### src/rtl/process_close_ctrl.sv
`default_nettype none
// ============================================================================
//  Module   : process_close_ctrl
//  Purpose  : Connection close handler. Accepts a CLOSE control packet on an
//             AXI-Stream slave (or a local close request), drains the packet
//             to tlast, reports CLOSING, then waits for both buffers to empty
//             within a linger window and reports CLOSED (8) or BROKEN (6).
//  Ports    : core_clk/core_rst   - clock, synchronous active-high reset
//             close_t*            - CLOSE packet stream (slave side)
//             close_req_i         - single-cycle local close request
//             SND/REV_BUFFER_EMPTY_i - buffer empty levels
//             udt_state_o/state_valid_o/state_ready_i - state report channel
//             peer_close_o, close_id_o - close origin and peer socket ID
//             busy_o              - controller not idle
//  Revision : 1.0 - initial release
// ============================================================================
module process_close_ctrl #(
    parameter int DATA_W        = 64,
    parameter int KEEP_W        = DATA_W / 8,
    parameter int LINGER_CYCLES = 1000000,
    parameter int CNT_W         = 32
) (
    input  logic              core_clk,
    input  logic              core_rst,
    input  logic              close_tvalid_i,
    input  logic [DATA_W-1:0] close_tdata_i,
    input  logic [KEEP_W-1:0] close_tkeep_i,
    input  logic              close_tlast_i,
    output logic              close_tready_o,
    input  logic              close_req_i,
    input  logic              SND_BUFFER_EMPTY_i,
    input  logic              REV_BUFFER_EMPTY_i,
    output logic [31:0]       udt_state_o,
    output logic              state_valid_o,
    input  logic              state_ready_i,
    output logic              peer_close_o,
    output logic [31:0]       close_id_o,
    output logic              busy_o
);

    localparam logic [31:0] c_code_closing = 32'd7;
    localparam logic [31:0] c_code_closed  = 32'd8;
    localparam logic [31:0] c_code_broken  = 32'd6;
    // Last counter value before timeout; meaningless (and unused) when the
    // linger window is disabled.
    localparam logic [CNT_W-1:0] c_linger_last =
        CNT_W'((LINGER_CYCLES == 0) ? 0 : LINGER_CYCLES - 1);

    typedef enum logic [2:0] {
        S_IDLE        = 3'd0,
        S_DRAIN       = 3'd1,
        S_REP_CLOSING = 3'd2,
        S_WAIT_BUF    = 3'd3,
        S_REP_FINAL   = 3'd4,
        S_DONE        = 3'd5
    } state_t;

    state_t           r_state;
    state_t           w_next;
    logic [CNT_W-1:0] r_cnt;
    logic [31:0]      r_code;
    logic             r_valid;
    logic             r_peer;
    logic [31:0]      r_id;

    logic             w_tready;
    logic             w_beat;
    logic             w_handshake;
    logic             w_cap_peer;
    logic             w_cap_local;
    logic             w_rep_load;
    logic [31:0]      w_rep_code;
    logic             w_rep_clear;

    // Upper data bits and byte enables carry nothing this block needs.
    logic             w_unused_bits;
    assign w_unused_bits = ^{close_tkeep_i, close_tdata_i[DATA_W-1:32]};

    // Ready is held low while reset is applied so no beat is taken then.
    assign w_tready    = ~core_rst & ((r_state == S_IDLE) ||
                                      (r_state == S_DRAIN) ||
                                      (r_state == S_DONE));
    assign w_beat      = close_tvalid_i & w_tready;
    assign w_handshake = r_valid & state_ready_i;

    always_comb begin
        w_next      = r_state;
        w_cap_peer  = 1'b0;
        w_cap_local = 1'b0;
        w_rep_load  = 1'b0;
        w_rep_code  = c_code_closing;
        w_rep_clear = 1'b0;
        case (r_state)
            S_IDLE: begin
                // A peer beat takes priority over a same-cycle local request.
                if (w_beat) begin
                    w_cap_peer = 1'b1;
                    if (close_tlast_i) begin
                        w_next     = S_REP_CLOSING;
                        w_rep_load = 1'b1;
                    end else begin
                        w_next = S_DRAIN;
                    end
                end else if (close_req_i) begin
                    w_cap_local = 1'b1;
                    w_next      = S_REP_CLOSING;
                    w_rep_load  = 1'b1;
                end
            end
            S_DRAIN: begin
                if (w_beat && close_tlast_i) begin
                    w_next     = S_REP_CLOSING;
                    w_rep_load = 1'b1;
                end
            end
            S_REP_CLOSING: begin
                if (w_handshake) begin
                    w_next      = S_WAIT_BUF;
                    w_rep_clear = 1'b1;
                end
            end
            S_WAIT_BUF: begin
                // Empty buffers win over a coincident timeout.
                if (SND_BUFFER_EMPTY_i && REV_BUFFER_EMPTY_i) begin
                    w_next     = S_REP_FINAL;
                    w_rep_load = 1'b1;
                    w_rep_code = c_code_closed;
                end else if ((LINGER_CYCLES != 0) && (r_cnt == c_linger_last)) begin
                    w_next     = S_REP_FINAL;
                    w_rep_load = 1'b1;
                    w_rep_code = c_code_broken;
                end
            end
            S_REP_FINAL: begin
                if (w_handshake) begin
                    w_next      = S_DONE;
                    w_rep_clear = 1'b1;
                end
            end
            S_DONE: begin
                w_next = S_DONE;
            end
            default: begin
                w_next = S_IDLE;
            end
        endcase
    end

    always_ff @(posedge core_clk) begin
        if (core_rst) begin
            r_state <= S_IDLE;
            r_cnt   <= '0;
            r_code  <= '0;
            r_valid <= 1'b0;
            r_peer  <= 1'b0;
            r_id    <= '0;
        end else begin
            r_state <= w_next;

            // Counter is zero on WAIT_BUF entry and saturates at all-ones.
            if (r_state != S_WAIT_BUF) begin
                r_cnt <= '0;
            end else if (r_cnt != {CNT_W{1'b1}}) begin
                r_cnt <= r_cnt + CNT_W'(1);
            end

            // Code only changes on report entry, so it is stable while stalled.
            if (w_rep_load) begin
                r_code  <= w_rep_code;
                r_valid <= 1'b1;
            end else if (w_rep_clear) begin
                r_valid <= 1'b0;
            end

            if (w_cap_peer) begin
                r_peer <= 1'b1;
                r_id   <= close_tdata_i[31:0];
            end else if (w_cap_local) begin
                r_peer <= 1'b0;
                r_id   <= '0;
            end
        end
    end

    assign close_tready_o = w_tready;
    assign udt_state_o    = r_code;
    assign state_valid_o  = r_valid;
    assign peer_close_o   = r_peer;
    assign close_id_o     = r_id;
    assign busy_o         = (r_state != S_IDLE);

endmodule
`default_nettype wire
### config.mk
export PLATFORM = sky130hd
export DESIGN_NAME = process_close_ctrl
export DESIGN_NICKNAME = d
export VERILOG_FILES = /design/src/rtl/process_close_ctrl.sv
export SDC_FILE = /design/constraint.sdc
export NUM_CORES = 1
export LEC_CHECK = 0
export ABC_CLOCK_PERIOD_IN_PS = 2700
export CAP_MARGIN = 10
export CORE_MARGIN = 2
export CORE_UTILIZATION = 42
export CTS_CLUSTER_SIZE = 10
export DETAILED_ROUTE_END_ITERATION = 16
export GPL_TIMING_DRIVEN = 1
export PLACE_DENSITY = 0.78
export SLEW_MARGIN = 40
export SYNTH_ARGS = -nofsm -noshare
export SYNTH_HDL_FRONTEND = slang
export SYNTH_SLANG_ARGS = --single-unit
### constraint.sdc
create_clock -name core_clk -period 2.7 [get_ports core_clk]
set_input_delay 0.27 -clock core_clk [delete_from_list [all_inputs] [get_ports core_clk]]
set_output_delay 0.27 -clock core_clk [all_outputs]
set_load 0.05 [all_outputs]
==> results.md <==
| Stage | Metric | Reported |
| --- | --- | --- |
| synthesis | Number of synthesis warnings | 0 |
| power | Portion of total power attributed to combinational logic | 31.8% |
| grt | Vias in the first global route | 2,977 |
| critical path | Type of the worst setup path | reg -> out |
| synthesis | Post-synthesis mux area share | 0.293% |
| clock tree | Count of instances resized after the clock tree is built | 0 |
| grt | Global-route wire length before repair | 13,900 um |
| synthesis | Register area share after synthesis | 42.2% |
| floorplanning | Total I/O pin count | 148 |
| synthesis | Total standard cell area after synthesis | 3410 um2 |
| floorplanning | Placeable core region | 7810 um2 |
| clock tree | CTS H-tree depth | 3 |
| synthesis | Adder-cell area share of the yosys netlist | 0.367% |
| floorplanning | Total number of placement rows | 32 |
| cells and area | Register area | 1440 um2 |
| clock tree | Maximum clock insertion buffer count | 2 |
| critical path | Largest driver fanout on the critical path | 9 |
| cells and area | Number of inserted filler cells in the final layout | 695 |
| clock tree | Clock tree sinks | 72 |
| sta | Fmax | 0.439 GHz |
| detailed routing | Routed via count | 3,172 |
| placed design | Routability cong. | 0.856 |
| synthesis | Dominant combinational cell family by area after synthesis | simple AND/OR/NAND/NOR gates |
| cells and area | Final antenna diode count | 0 |
| detailed routing | TritonRoute pass-1 iters | 5 |
| critical path | CP required | 2.43 ns |
| detailed routing | Remaining design rule violation count | 0 |
| detailed routing | Via density per instance | 5.50 |
| synthesis | Post-synthesis xor/xnor area fraction | 5.13% |
| sta | Post-route clock skew | 0.00927 ns |
| sta | Post-route worst hold slack | 0.503 ns |
| detailed routing | WL per Instance | 14.5 um |
| floorplanning | Initial core utilization | 43.7% |
| detailed routing | Routed wire length | 8360 um |
| grt | Final global-route overflow total | 0 |
| synthesis | Number of synthesized flops with an enable pin | 0 |
| synthesis | Synth Instances | 392 |
| critical path | Number of cells on the worst reg-to-reg path | 6 |
| power | Sequential power share | 37.4% |
| synthesis | Asr flop ratio synth | 0% |
| sta | Final Hold Violating Endpoints | 0 |
| floorplanning | Vertical extent of the die | 94.1 um |
| synthesis | Area fraction in compound gates after synthesis | 19.0% |
| hold path | Hold path depth | 2 |
| sta | RSZ-0062 raised after global routing | false |
| job | Max-cap check violation count | 0 |
| sta | Final setup violation count | 0 |
| detailed routing | Antenna Violating Nets Remaining | 0 |
| clock tree | Setup fix buffers added after clock tree synthesis | 0 |
| detailed routing | Initial drt markers | 152 |
| power | Clock share of power | 30.9% |
| placed design | Port Buf Inserts | 79 |
| power | Int Pwr | 0.00206 W |
| clock tree | Clock tree from TritonCTS | built |
| cells and area | Number of nets in the layout | 551 |
| power | Cell leakage power | 1.47 nW |
| hold path | Class of the tightest hold or removal check | reg -> reg |
| sta | Setup tns final | 0 ns |
| synthesis | Area fraction in and, or, nand and nor cells after synthesis | 23.0% |
| synthesis | Mean post-synth cell area | 8.70 um2 |
| critical path | Arrival time worst endpoint | 2.01 ns |
| synthesis | Top flip-flop cell by instance count after synthesis | sky130_fd_sc_hd__dfxtp_1 |
| clock tree | Cell at the root of the clock tree | sky130_fd_sc_hd__clkbuf_8 |
| floorplanning | Full die area | 8860 um2 |
| sta | Period Utilization, post-route | 84.3% |
| grt | Maximum number of pins on one net before global-route repair | 34 |
| sta | Worst slew slack as a fraction of its limit | 51.0% |
| sta | Total count of max-transition violations in the final report | 0 |
| critical path | Nature of the critical path endpoint | output pin |
| sta | Transition time at the pin with the least slew margin | 0.728 ns |
| cells and area | Layout cell share with drive strength beyond 1 | 8.84% |
| cells and area | Final Util | 57.0% |
| grt | Initial antenna violation count | 0 |
| clock tree | Total CTS buffers | 9 |
| power | Maximum vdd ir drop | 0.000537 V |
| synthesis | Number of distinct library cells after synthesis | 54 |
| clock tree | Worst-Skew Late Latency | 0.34 ns |
| clock tree | Clock-pin slew of the registers on the worst-case setup and hold paths | 0.07 ns |
| placed design | DP Wirelength | 5780 um |
| floorplanning | Die Wd | 94.1 um |
| synthesis | Synth Register Bits | 72 |
| cells and area | Multi-input gate area in the final layout | 1750 um2 |
| grt | GRT Resource Usage Total | 19.7% |
| run status | Status | finished, final reports clean |
| power | Pwr/cell area | 728 nW/um2 |
| power | Net switching share of the total power | 36.3% |
| clock tree | Quantity of hold-fixing buffers added after cts | 0 |
| sta | Crit path time final | 2.28 ns |
| critical path | Critical path startpoint category | register |
| cells and area | Area added between synthesis and finish | 30.4% |
| power | Power dissipated by switching net loads | 0.00118 W |
## per-stage QoR
| stage | power, W | area, um2 | setup slack, ns | cells |
|---|---|---|---|---|
| CTS | 0.00326 | 4450 | 0.399 | 577 |
| detailed placement | 0.00225 | 4210 | 0.524 | 561 |
| floorplan | 0.00195 | 3510 | 0.310 | 419 |
| global route | 0.00339 | 4450 | 0.294 | 577 |
| global placement | 0.00224 | 4210 | 0.560 | 561 |
| finish | 0.00324 | 4450 | 0.424 | 577 |
## per-layer routing
metal	vias up	track usage [%]	share of wire, %
li1	1524	-	-
met4	0	6.76	1.3
met2	127	31.3	48
met3	10	6.90	7.9
met5	-	0	0
met1	1511	24.7	43
## placed cells by master, fill, tap and decap left out, types with 7 or more instances in the layout
cell,synthesis,final
sky130_fd_sc_hd__a21oi_1,15,15
sky130_fd_sc_hd__a22oi_1,32,32
sky130_fd_sc_hd__a31oi_1,8,8
sky130_fd_sc_hd__buf_4,29,9
sky130_fd_sc_hd__clkbuf_8,0,11
sky130_fd_sc_hd__clkdlybuf4s50_1,0,78
sky130_fd_sc_hd__conb_1,1,28
sky130_fd_sc_hd__dfxtp_1,72,72
sky130_fd_sc_hd__inv_1,8,8
sky130_fd_sc_hd__nand2_1,19,19
sky130_fd_sc_hd__nand3_1,14,14
sky130_fd_sc_hd__nand4_1,10,10
sky130_fd_sc_hd__nor2_1,60,60
sky130_fd_sc_hd__nor4_1,9,9
sky130_fd_sc_hd__o21ai_0,8,8
sky130_fd_sc_hd__o31ai_1,7,7
sky130_fd_sc_hd__or3_1,8,8
sky130_fd_sc_hd__xnor2_1,18,18
## cell type report
| cell class | instances | share of cell area (%) |
|---|---|---|
| Inverter | 8 | 0.675 |
| Tap cell | 102 | 2.87 |
| Multi-Input combinational cell | 291 | 39.2 |
| Clock buffer | 11 | 3.40 |
| Sequential cell | 72 | 32.4 |
| Clock inverter | 5 | 1.94 |
| Timing Repair Buffer | 88 | 19.5 |
## worst paths after layout
check                             startpoint  slack, ns                          to
setup / recovery     r_state[2]$_SDFFE_PP0P_       0.42                      busy_o
hold / removal    state_valid_o$_SDFFE_PP0P_       0.50  state_valid_o$_SDFFE_PP0P_
setup reg to reg       r_cnt[0]$_SDFFE_PP0P_       0.50      r_cnt[15]$_SDFFE_PP0P_
hold reg to reg   state_valid_o$_SDFFE_PP0P_       0.50  state_valid_o$_SDFFE_PP0P_
## critical path, cell delays in order, from the launching register on
cell	delay [ns]
sky130_fd_sc_hd__dfxtp_1	0.48
sky130_fd_sc_hd__nor2_1	0.14
sky130_fd_sc_hd__nand2_1	0.18
sky130_fd_sc_hd__clkdlybuf4s50_1	0.87
## cell usage after synthesis, drive strengths merged, types with 7 or more instances
library cell / number / area, um2
clkbuf: 16 / 60.1
nor2: 60 / 225
nand4: 10 / 62.6
a21oi: 15 / 75.1
a22oi: 32 / 240
o21ai: 8 / 40.0
nand2: 19 / 71.3
a31oi: 8 / 50.1
nor4: 11 / 81.3
or4: 7 / 62.6
inv: 8 / 30.0
nand3: 15 / 80.1
o31ai: 8 / 73.8
or3: 9 / 57.6
dfxtp: 72 / 1440
buf: 32 / 245
xnor2: 18 / 158
## power by group through the flow
| stage | clock network, W | logic [W] | registers, W |
|---|---|---|---|
| finish | 0.00100 | 0.00103 | 0.00121 |
| global route | 0.00107 | 0.00110 | 0.00122 |
| CTS | 0.00102 | 0.00103 | 0.00121 |
| detailed placement | 0 | 0.00102 | 0.00123 |
| global placement | 0 | 0.00102 | 0.00123 |
| floorplan | 0 | 0.000500 | 0.00145 |
## flip-flops by register name (all words and copies together), names as in the netlist
register / cells
close_id_o: 32
state_valid_o: 1
r_state: 3
udt_state_o: 3
peer_close_o: 1
r_cnt: 32
## logic make-up after synthesis
family | count (synthesis)
flops | 72
xor+xnor | 20
compound gates | 88
other cells | 1
mux | 1
simple gates | 153
buf+inv | 56
fa+ha+maj | 1
(Power assumes the default switching activity.)
